[src/rtl/shift_issue_ctrl.sv]
// shift_issue_ctrl: issue and result-capture stage for the bi-directional
// shifter. Accepts shift requests over valid/ready, drives the shifter
// controls for one or two passes, captures SH_Z and presents the result
// downstream over a second valid/ready handshake.
// Optional feature macro: SHIFT_ROTATE_EN (two-pass ROL/ROR support).
// Without it, ROL/ROR are reported as illegal opcodes.
module shift_issue_ctrl #(
    parameter int TAG_W = 4
) (
    input  logic             CLK,
    input  logic             RST_N,
    input  logic             IN_VALID,
    output logic             IN_READY,
    input  logic [2:0]       IN_OP,
    input  logic [31:0]      IN_X,
    input  logic [4:0]       IN_S,
    input  logic [TAG_W-1:0] IN_TAG,
    output logic [31:0]      SH_X,
    output logic [4:0]       SH_S,
    output logic             SH_LEFT,
    output logic             SH_LOG,
    output logic             SH_EN,
    input  logic [31:0]      SH_Z,
    output logic             OUT_VALID,
    input  logic             OUT_READY,
    output logic [31:0]      OUT_Z,
    output logic [TAG_W-1:0] OUT_TAG,
    output logic             OUT_ERR
);

    localparam logic [2:0] OP_SLL = 3'b000;
    localparam logic [2:0] OP_SRL = 3'b001;
    localparam logic [2:0] OP_SRA = 3'b010;
    localparam logic [2:0] OP_ROL = 3'b011;
    localparam logic [2:0] OP_ROR = 3'b100;

    typedef enum logic [1:0] {
        ST_IDLE  = 2'd0,
        ST_EXEC1 = 2'd1,
        ST_EXEC2 = 2'd2,
        ST_DONE  = 2'd3
    } state_t;

    state_t           state_r;
    logic [TAG_W-1:0] tag_r;
    logic             accept_s;
`ifdef SHIFT_ROTATE_EN
    logic             rot_r;
    logic [31:0]      partial_r;
`endif

    // Opcodes this build can execute on the shifter.
    function automatic logic op_supported(input logic [2:0] op);
        logic ok;
        case (op)
            OP_SLL, OP_SRL, OP_SRA: ok = 1'b1;
`ifdef SHIFT_ROTATE_EN
            OP_ROL, OP_ROR:         ok = 1'b1;
`endif
            default:                ok = 1'b0;
        endcase
        return ok;
    endfunction

    // A new request can enter when idle or when the held result leaves this cycle.
    always_comb begin
        IN_READY = (state_r == ST_IDLE) || ((state_r == ST_DONE) && OUT_READY);
        accept_s = IN_VALID && IN_READY;
    end

    // Sequencer: state, shifter controls and result register.
    always_ff @(posedge CLK or negedge RST_N) begin
        if (!RST_N) begin
            state_r   <= ST_IDLE;
            tag_r     <= {TAG_W{1'b0}};
            SH_X      <= 32'd0;
            SH_S      <= 5'd0;
            SH_LEFT   <= 1'b0;
            SH_LOG    <= 1'b0;
            SH_EN     <= 1'b0;
            OUT_VALID <= 1'b0;
            OUT_Z     <= 32'd0;
            OUT_TAG   <= {TAG_W{1'b0}};
            OUT_ERR   <= 1'b0;
`ifdef SHIFT_ROTATE_EN
            rot_r     <= 1'b0;
            partial_r <= 32'd0;
`endif
        end else begin
            case (state_r)
                ST_IDLE, ST_DONE: begin
                    if (accept_s) begin
                        if (op_supported(IN_OP)) begin
                            // First pass: left for SLL/ROL, arithmetic only for SRA.
                            state_r   <= ST_EXEC1;
                            tag_r     <= IN_TAG;
                            SH_EN     <= 1'b1;
                            SH_X      <= IN_X;
                            SH_S      <= IN_S;
                            SH_LEFT   <= (IN_OP == OP_SLL) || (IN_OP == OP_ROL);
                            SH_LOG    <= (IN_OP != OP_SRA);
                            OUT_VALID <= 1'b0;
`ifdef SHIFT_ROTATE_EN
                            rot_r     <= (IN_OP == OP_ROL) || (IN_OP == OP_ROR);
`endif
                        end else begin
                            // Illegal opcodes skip the shifter entirely.
                            state_r   <= ST_DONE;
                            OUT_VALID <= 1'b1;
                            OUT_Z     <= 32'd0;
                            OUT_ERR   <= 1'b1;
                            OUT_TAG   <= IN_TAG;
                        end
                    end else if ((state_r == ST_DONE) && OUT_READY) begin
                        state_r   <= ST_IDLE;
                        OUT_VALID <= 1'b0;
                    end else begin
                        state_r   <= state_r;
                    end
                end
                ST_EXEC1: begin
`ifdef SHIFT_ROTATE_EN
                    if (rot_r && (SH_S != 5'd0)) begin
                        // Rotate: keep the first pass, then shift the other way by 32-n.
                        state_r   <= ST_EXEC2;
                        partial_r <= SH_Z;
                        SH_LEFT   <= ~SH_LEFT;
                        SH_LOG    <= 1'b1;
                        SH_S      <= 5'd0 - SH_S;
                    end else begin
                        state_r   <= ST_DONE;
                        SH_EN     <= 1'b0;
                        OUT_VALID <= 1'b1;
                        OUT_Z     <= SH_Z;
                        OUT_ERR   <= 1'b0;
                        OUT_TAG   <= tag_r;
                    end
`else
                    state_r   <= ST_DONE;
                    SH_EN     <= 1'b0;
                    OUT_VALID <= 1'b1;
                    OUT_Z     <= SH_Z;
                    OUT_ERR   <= 1'b0;
                    OUT_TAG   <= tag_r;
`endif
                end
`ifdef SHIFT_ROTATE_EN
                ST_EXEC2: begin
                    state_r   <= ST_DONE;
                    SH_EN     <= 1'b0;
                    OUT_VALID <= 1'b1;
                    OUT_Z     <= partial_r | SH_Z;
                    OUT_ERR   <= 1'b0;
                    OUT_TAG   <= tag_r;
                end
`endif
                default: begin
                    state_r   <= ST_IDLE;
                    SH_EN     <= 1'b0;
                    OUT_VALID <= 1'b0;
                end
            endcase
        end
    end

endmodule

[config.mk]
export PLATFORM = sky130hd
export DESIGN_NAME = shift_issue_ctrl
export DESIGN_NICKNAME = d
export VERILOG_FILES = /design/src/rtl/shift_issue_ctrl.sv
export SDC_FILE = /design/constraint.sdc
export NUM_CORES = 1
export LEC_CHECK = 0
export CAP_MARGIN = 10
export CORE_MARGIN = 2
export CORE_UTILIZATION = 41
export CTS_CLUSTER_SIZE = 30
export DETAILED_ROUTE_END_ITERATION = 7
export GPL_TIMING_DRIVEN = 0
export HOLD_SLACK_MARGIN = 0.1
export PLACE_DENSITY = 0.92
export SLEW_MARGIN = 20
export SYNTH_ARGS = -nofsm -noshare
export SYNTH_HDL_FRONTEND = slang
export SYNTH_SLANG_ARGS = --single-unit
[constraint.sdc]
create_clock -name CLK -period 2.43 [get_ports CLK]
set_input_delay 0.6075 -clock CLK [delete_from_list [all_inputs] [get_ports CLK]]
set_output_delay 0.6075 -clock CLK [all_outputs]
set_load 0.02 [all_outputs]
Word level (Yosys, flattened, before mapping)

Cells that the tools add are included.

Register bits after elaboration: 84
Latch bits: 0
Memory bits (writable): 0
Memory bits (read-only): 0
Bits of input ports: 80
Output and inout bits: 79
Logic and storage cells: 56
Memories: 0

$add $sub $neg: 0
Multipliers: 0
Divide/modulo/power cells: 0
$lt $le $gt $ge: 0
Equal/unequal tests: 10
Shift operators: 0
Multiplexer cells: 23
Bitwise gates (word level): 0
Reduce and logical (&&, ||, !) cells: 12

Operators with widths:

| kind                                                             | count |
|---|---|
| 32-bit 2-to-1 mux                                                | 2 |
| 32-bit one-hot mux with 2 select lines                           | 1 |
| 1-bit 2-to-1 mux                                                 | 11 |
| 4-bit 2-to-1 mux                                                 | 2 |
| 4-bit one-hot mux with 2 select lines                            | 1 |
| 3-bit by 2-bit == test with 1-bit output (second input constant) | 2 |
| 2-bit 2-to-1 mux                                                 | 3 |
| 2-bit != test (second input constant)                            | 3 |
| 3-bit AND reduction                                              | 2 |
| 1-bit one-hot mux with 2 select lines                            | 2 |
| 2-bit one-hot mux with 2 select lines                            | 1 |
| 3-bit by 1-bit == test with 1-bit output (second input constant) | 1 |
| 3-bit zero test                                                  | 1 |
| 3-bit by 2-bit != test with 1-bit output (second input constant) | 1 |
| 3-bit != test (second input constant)                            | 1 |
| 3-bit OR reduction                                               | 1 |
| 2-bit by 1-bit == test with 1-bit output (second input constant) | 1 |
| 2-bit == test (second input constant)                            | 1 |
| 1-bit logical AND                                                | 2 |
| 2-bit zero test                                                  | 1 |
| 1-bit logical OR                                                 | 2 |
| 2-bit AND reduction                                              | 1 |
| 2-bit nonzero test                                               | 1 |
| 2-bit OR reduction                                               | 1 |

Longest topological paths before layout

Gate-level depths: netlist (run 1).

Word-level depth: 9
Mapped depth: 8

Least setup slack after synthesis (run 1)

Ideal clock, no wire load.

Path type: register -> register
From: reg state_r[1]
To: reg SH_S[0]
Setup time: 0.125 ns
Arrival: 1.970 ns
Required time: 2.305 ns
Setup slack: 0.335 ns
Cell stages (with the launch flop): 8
Buffers on the path: 2
Period minus slack after synthesis: 2.095 ns
Cells stage by stage: dfrtp_1 -> inv_1 -> ha_1 -> nand2b_4 -> a2111o_1 -> buf_4 -> buf_6 -> mux2_4

Cells in the longest elaborated chain, start to end: 5

Ends and longest elaborated chain:

| item                                     | line   | RTL |
|---|---|---|
| from (decl)                              | 44     | `state_t state_r;` |
| from (signal assigned)                   | 118    | `state_r <= state_r;` |
| 2-bit == test                            | 67, 90 |  |
| 1-bit logical AND                        | 67     | `IN_READY = (state_r == ST_IDLE) \|\| ((state_r == ST_DONE) && OUT_READY);` |
| 1-bit logical OR                         | 67     |  |
| 1-bit logical AND                        | 68     | `accept_s = IN_VALID && IN_READY;` |
| 3-bit AND reduction (no source line) (*) | -      |  |
| to (signal assigned)                     | 77     | `SH_S <= 5'd0;` |
| to (signal assigned)                     | 99     | `SH_S <= IN_S;` |
| to (decl)                                | 19     | `output logic [4:0] SH_S,` |

Every way passes the cells marked *; elsewhere a longest branch is shown, timed or not.
A chain may end at the register's enable or synchronous reset.

Worst setup path in the final report (run 1)

From: in OUT_READY
To: out IN_READY

Cells in the longest elaborated chain, start to end: 2

Ends and longest elaborated chain:

| item              | line | RTL |
|---|---|---|
| from (decl)       | 25   | `input logic OUT_READY,` |
| 1-bit logical AND | 67   |  |
| 1-bit logical OR  | 67   |  |
| to (decl)         | 13   | `output logic IN_READY,` |

Every way passes these cells.

==> metrics.csv, run 1 <==
metric,value,unit
Num CTS Buffers,9,
Die X,95.0,um
Worst-Skew Late Latency,0.34,ns
CTS tree,done,
Mapped Cells,209,
worst-margin pin slew,0.581,ns
reg2reg start,state_r[1],
"Seq/Total Area, Yosys",61.2,%
status,"complete, no violations",
worst reg-to-reg path cell count,7,
row count,33,
Slew headroom,61.2,%
root cell of the clock tree,clkbuf_8,
final worst-path cycle share,97.0,%
Mean Syn Cell Area,16.2,um^2
min cycle time layout,2.36,ns
Area Growth Syn to Fin,58.5,%
residual DRC count,0,
Clock Skew,0.00676,ns
area of the core,8130,um^2
filler instances,590,
"Slew Viols, Final",0,
initial antenna violation count,0,
Pleak,2.49,nW
busiest grt layer,met2,
worst-path maximum fanout,5,
setup TNS,0,ns
largest net degree at the start of global routing,44,
VDD IR max,0.000656,V
Mapped Area,3400,um^2
Worst setup EP type,output port,
Port Buffers,158,
crit path DAT,1.75,ns
Critical R2R Capture,SH_X[10],
HPWL Detailed,6040,um
Final Non-Filler Cells,492,
DR pass1 iterations,4,
Worst Setup SP,OUT_READY,
vias,2422,
M3 GR Usage,5.99,%
Worst Setup Path Type,in -> out,
Hold Slack,0.232,ns
post-layout net count,466,
Psw,2.51,mW
syn_nets,293,
GR Layer Usage met1,22.4,%
# IOs,159,
gr usage total,18.8,%
Setup WS post-layout,0.0718,ns
pre-CTS setup slack,-0.292,ns
switching share of total power,34.7,%
die area,9030,um^2
clock share of power,15.3,%
H-tree depth,3,
final wirelength,8160,um
placed cells,473,
Starting Density,41.7,%
number of global-route vias before repair,2542,
final setup vio count,0,
ant diodes,0,
CP Launch Type,input pin,
antenna-violating nets left,0,
Internal,4.72,mW
DR WL/cell,16.6,um
Clock transition at path regs,0.09,ns
yosys warns,0,
fmax,424,MHz
Final Wtd Congestion,0.725,
CTS Buffer Depth,2,
final-report hold violation count,0,
# clock sinks,83,
GRT met2 Usage,30.8,%
Yosys reg bits,83,
Cell variety after synth,26,
register share of total power,32.9,%
share of layout cells above drive strength 1,22.2,%
Worst Hold Class,in -> async,
average vias per placed instance,4.92,
initial drt markers,46,
die height,95.0,um
GR Overflow Total,0,
r2r setup slk,0.30,ns
Comb power frac,51.8,%
max cap viols,0,
Crit path required time,1.82,ns
first-pass GRT wire length,12800,um
Pwr per Cell Area,1340,nW/um^2
RSZ-0062 raised after global routing,no,
worst setup path end,IN_READY,
[synth_stat cells, drive strengths merged]
| cell type | number | area [um^2] |
|---|---|---|
| nor4 | 1 | 6.26 |
| buf | 13 | 95.1 |
| o41ai | 1 | 27.5 |
| o21ai | 1 | 5.00 |
| ha | 4 | 50.1 |
| a21o | 2 | 15.0 |
| nor2 | 1 | 3.75 |
| nor2b | 1 | 6.26 |
| o31a | 1 | 8.76 |
| a21oi | 3 | 18.8 |
| nand2 | 3 | 11.3 |
| mux2 | 49 | 694 |
| dfrtp | 83 | 2080 |
| o2bb2ai | 1 | 8.76 |
| o31ai | 2 | 15.0 |
| a22o | 32 | 280 |
| or4 | 1 | 7.51 |
| nand2b | 1 | 13.8 |
| inv | 5 | 18.8 |
| a2111o | 1 | 11.3 |
| a31oi | 2 | 12.5 |
| a221oi | 1 | 8.76 |
[sequential cells by signal, summed over array words and instances (netlist names)]
signal,count
SH_LEFT,1
tag_r,4
SH_EN,1
SH_X,32
SH_LOG,1
OUT_Z,32
SH_S,5
state_r,2
OUT_TAG,4
OUT_ERR,1
[per-stage QoR]
stage                     utilization, %  power (mW)  area [um^2]
after global routing                66.2        7.63         5380
final                               66.2        7.23         5380
after floorplan                        -        4.44         3400
after global placement              62.8        5.99         5110
after CTS                           65.9        7.27         5360
after detailed placement            63.0        6.11         5130
[metal layers]
layer  routed length, um  vias up  share of wire (%)
met2                4020      104                 49
met1                3300     1190                 40
li1                    -     1113                  -
met4                 202        0                2.5
met5                   0        -                  0
met3                 635       15                7.8
[logic make-up (layout without fill, tap and decap cells)]
logic type | after synthesis | count (layout) | share of synthesized area [%]
fa+ha+maj | 4 | 4 | 1.47
flops | 83 | 83 | 61.2
buf+inv | 18 | 196 | 3.35
mux | 49 | 49 | 20.4
compound gates | 47 | 47 | 12.1
simple gates | 8 | 8 | 1.44
[cell type report]
class / instances / area (um^2) / share of cell area, %
repair buffers: 162 / 1620 / 30.1
flip-flops and latches: 83 / 2080 / 38.6
clock buffers: 12 / 155 / 2.88
inverters: 5 / 18.8 / 0.349
plain buffers: 13 / 95.1 / 1.77
clock inverters: 4 / 72.6 / 1.35
multi-input cells: 108 / 1210 / 22.5
well taps: 105 / 131 / 2.44
[critical path, stage by stage]
cell	delay [ns]
clkdlybuf4s50_1	0.48
a21oi_4	0.21
inv_1	0.11
dlygate4sd2_1	0.33
[cells in the final DEF, fill, tap and decap left out, types with 3 or more instances in the layout]
| master | n |
|---|---|
| nand2_1 | 3 |
| dfrtp_1 | 82 |
| mux2_4 | 38 |
| buf_4 | 6 |
| inv_1 | 5 |
| buf_2 | 7 |
| a22o_1 | 32 |
| mux2_2 | 11 |
| clkbuf_8 | 11 |
| buf_6 | 4 |
| ha_1 | 4 |
| clkdlybuf4s50_1 | 156 |
[worst min path at each step]
stage,start,end,cells after the start
floorplan,RST_N,OUT_ERR,0
global placement,SH_LOG,SH_LOG,1
detailed placement,SH_LEFT,SH_LEFT,1
CTS,RST_N,SH_X[19],1
global route,RST_N,tag_r[2],1
finish,RST_N,tag_r[2],1
[power groups by stage]
stage | sequential (mW) | combinational, mW | clock [mW]
finish | 2.38 | 3.75 | 1.11
global route | 2.46 | 3.97 | 1.20
CTS | 2.38 | 3.75 | 1.14
detailed placement | 2.38 | 3.73 | 0
global placement | 2.37 | 3.63 | 0
floorplan | 3.06 | 1.37 | 0
[what timing repair did]
action / CTS / global route
hold buffers: 0 / 0
buffers inserted: 0 / 3
resized for setup: 2 / 1
pin swaps: 1 / 0
endpoints found under the hold margin: 0 / 0
endpoints found under the setup margin: 1 / 1
(Power assumes the default switching activity.)
==> run 2, diff against run 1 <==
--- a/config.mk
+++ b/config.mk
@@ -7,12 +7,12 @@
 export LEC_CHECK = 0
 export CAP_MARGIN = 10
 export CORE_MARGIN = 2
-export CORE_UTILIZATION = 41
+export CORE_UTILIZATION = 30
 export CTS_CLUSTER_SIZE = 30
 export DETAILED_ROUTE_END_ITERATION = 7
 export GPL_TIMING_DRIVEN = 0
 export HOLD_SLACK_MARGIN = 0.1
-export PLACE_DENSITY = 0.92
+export PLACE_DENSITY = 0.74
 export SLEW_MARGIN = 20
 export SYNTH_ARGS = -nofsm -noshare
 export SYNTH_HDL_FRONTEND = slang
==> run 2 against run 1 <==
Final cell count grew 6.5%; die area up 35%; sequential share of layout area shrank 0.72 points; count of clock-buffer cells in the layout shrank 2; clock skew down 0.0012 ns; worst hold slack gained 0.025 ns.
==> metrics.csv, run 2 (synthesis gave the netlist of run 1 again) <==
metric,value,unit,change
Area Growth Syn to Fin,61.6,%,
switching share of total power,34.1,%,-0.64 points
status,"complete, no violations",,
Num CTS Buffers,9,,unchanged
GR Overflow Total,0,,unchanged
ant diodes,0,,unchanged
register share of total power,32.1,%,-0.8 points
row count,38,,+15%
die height,110,um,+16%
Die X,110,um,+16%
Port Buffers,158,,unchanged
CP Launch Type,input pin,,
H-tree depth,3,,unchanged
Slew headroom,64.4,%,+3.2 points
area of the core,10900,um^2,+34%
Psw,2.53,mW,+0.55%
max cap viols,0,,unchanged
vias,2397,,-1.0%
worst-margin pin slew,0.534,ns,-0.0479 ns
Setup WS post-layout,0.0627,ns,-0.00909 ns
Clock Skew,0.00558,ns,-0.00117 ns
worst reg-to-reg path cell count,7,,unchanged
final setup vio count,0,,unchanged
placed cells,508,,+7.4%
Internal,4.88,mW,+3.5%
pre-CTS setup slack,-0.285,ns,+0.00753 ns
Final Non-Filler Cells,524,,+6.5%
average vias per placed instance,4.57,,-7.1%
final-report hold violation count,0,,unchanged
final worst-path cycle share,97.4,%,+0.37 points
DR WL/cell,15.7,um,-5.3%
antenna-violating nets left,0,,unchanged
initial antenna violation count,0,,unchanged
worst-path maximum fanout,4,,-1
"Slew Viols, Final",0,,unchanged
gr usage total,14.1,%,-4.7 points
largest net degree at the start of global routing,45,,+2.3%
fmax,422,MHz,-0.38%
Worst setup EP type,output port,,
Starting Density,31.1,%,-11 points
CTS tree,done,,
most frequent cells in the layout,"clkdlybuf4s50_1, dfrtp_1, mux2_4",,
RSZ-0062 raised after global routing,no,,
"most common cell after layout, fill and taps aside",clkdlybuf4s50_1,,
final wirelength,8230,um,+0.86%
Worst Setup Path Type,in -> out,,
Pleak,2.51,nW,+1.2%
Crit path required time,1.82,ns,about the same
# clock sinks,83,,unchanged
CTS Buffer Depth,2,,unchanged
DR pass1 iterations,4,,unchanged
number of global-route vias before repair,2509,,-1.3%
Worst-Skew Late Latency,0.33,ns,about the same
# IOs,159,,unchanged
Pwr per Cell Area,1350,nW/um^2,+0.53%
post-layout net count,464,,-0.43%
Worst Hold Class,in -> async,,
Final Wtd Congestion,0.799,,+10%
share of layout cells above drive strength 1,21.9,%,-0.35 points
filler instances,982,,+66%
crit path DAT,1.76,ns,about the same
Comb power frac,50.0,%,-1.8 points
VDD IR max,0.000615,V,-6.2%
min cycle time layout,2.37,ns,+0.00909 ns
Clock transition at path regs,0.06,ns,-0.03 ns
initial drt markers,108,,+130%
residual DRC count,0,,unchanged
fin util,50.2,%,-16 points
root cell of the clock tree,clkbuf_16,,
hold buffers post-CTS,0,,unchanged
Hold Slack,0.257,ns,+0.0254 ns
first-pass GRT wire length,12900,um,+0.59%
clock share of power,17.8,%,+2.5 points
HPWL Detailed,6180,um,+2.3%
die area,12200,um^2,+35%
Largest regs,"OUT_Z x32, SH_X x32, SH_S x5",,
run 2: final cells by class:
cell class / count / area, um^2 / area share (%)
multi-input cells: 108 / 1210 / 22.1
flip-flops and latches: 83 / 2080 / 37.9
plain buffers: 13 / 95.1 / 1.73
well taps: 140 / 175 / 3.19
clock inverters: 5 / 53.8 / 0.981
repair buffers: 160 / 1610 / 29.4
inverters: 5 / 18.8 / 0.342
clock buffers: 10 / 239 / 4.36
run 2: worst paths after layout:
path | from | to | slack, ns
worst min-delay path | RST_N | SH_X[23] | 0.26
worst min register to register | SH_LOG | SH_LOG | 0.48
worst max-delay path | OUT_READY | IN_READY | 0.06
worst max register to register | state_r[1] | tag_r[1] | 0.33
max in group asynchronous | RST_N | OUT_Z[4] | 1.58
min in group CLK | SH_LOG | SH_LOG | 0.48
run 2: worst max-delay path: stages:
cell and delay, ns:
clkdlybuf4s50_1 0.49, a21oi_4 0.24, inv_1 0.12, clkdlybuf4s15_1 0.30
run 2: routing by layer:
layer	global-route usage, %	share of wire (%)	up-vias
li1	-	-	1108
met1	18.3	43	1168
met2	21.3	46	106
met3	4.41	8.8	15
met4	6.70	2.0	0
met5	0	0	-
run 2: what timing repair did:
| action | 4_1_cts | 5_1_grt |
|---|---|---|
| setup endpoints to repair | 1 | 1 |
| gates resized for setup | 2 | 2 |
| setup buffers | 0 | 1 |
| pin swaps | 1 | 1 |
run 2: power by group through the flow:
stage	clock [mW]	sequential, mW	combinational, mW
2_1_floorplan	0	3.06	1.37
3_3_place_gp	0	2.37	3.66
3_5_place_dp	0	2.37	3.74
4_1_cts	1.37	2.38	3.75
5_1_grt	1.43	2.46	3.96
6_report	1.32	2.38	3.71
run 2: metrics by stage:
stage               instance area [um^2]  TNS (ns)  power, mW
global route                        5490         0       7.85
floorplan                           3400         0       4.44
CTS                                 5480         0       7.50
detailed placement                  5180    -0.285       6.12
finish                              5490         0       7.41
global placement                    5150   -179.60       6.03
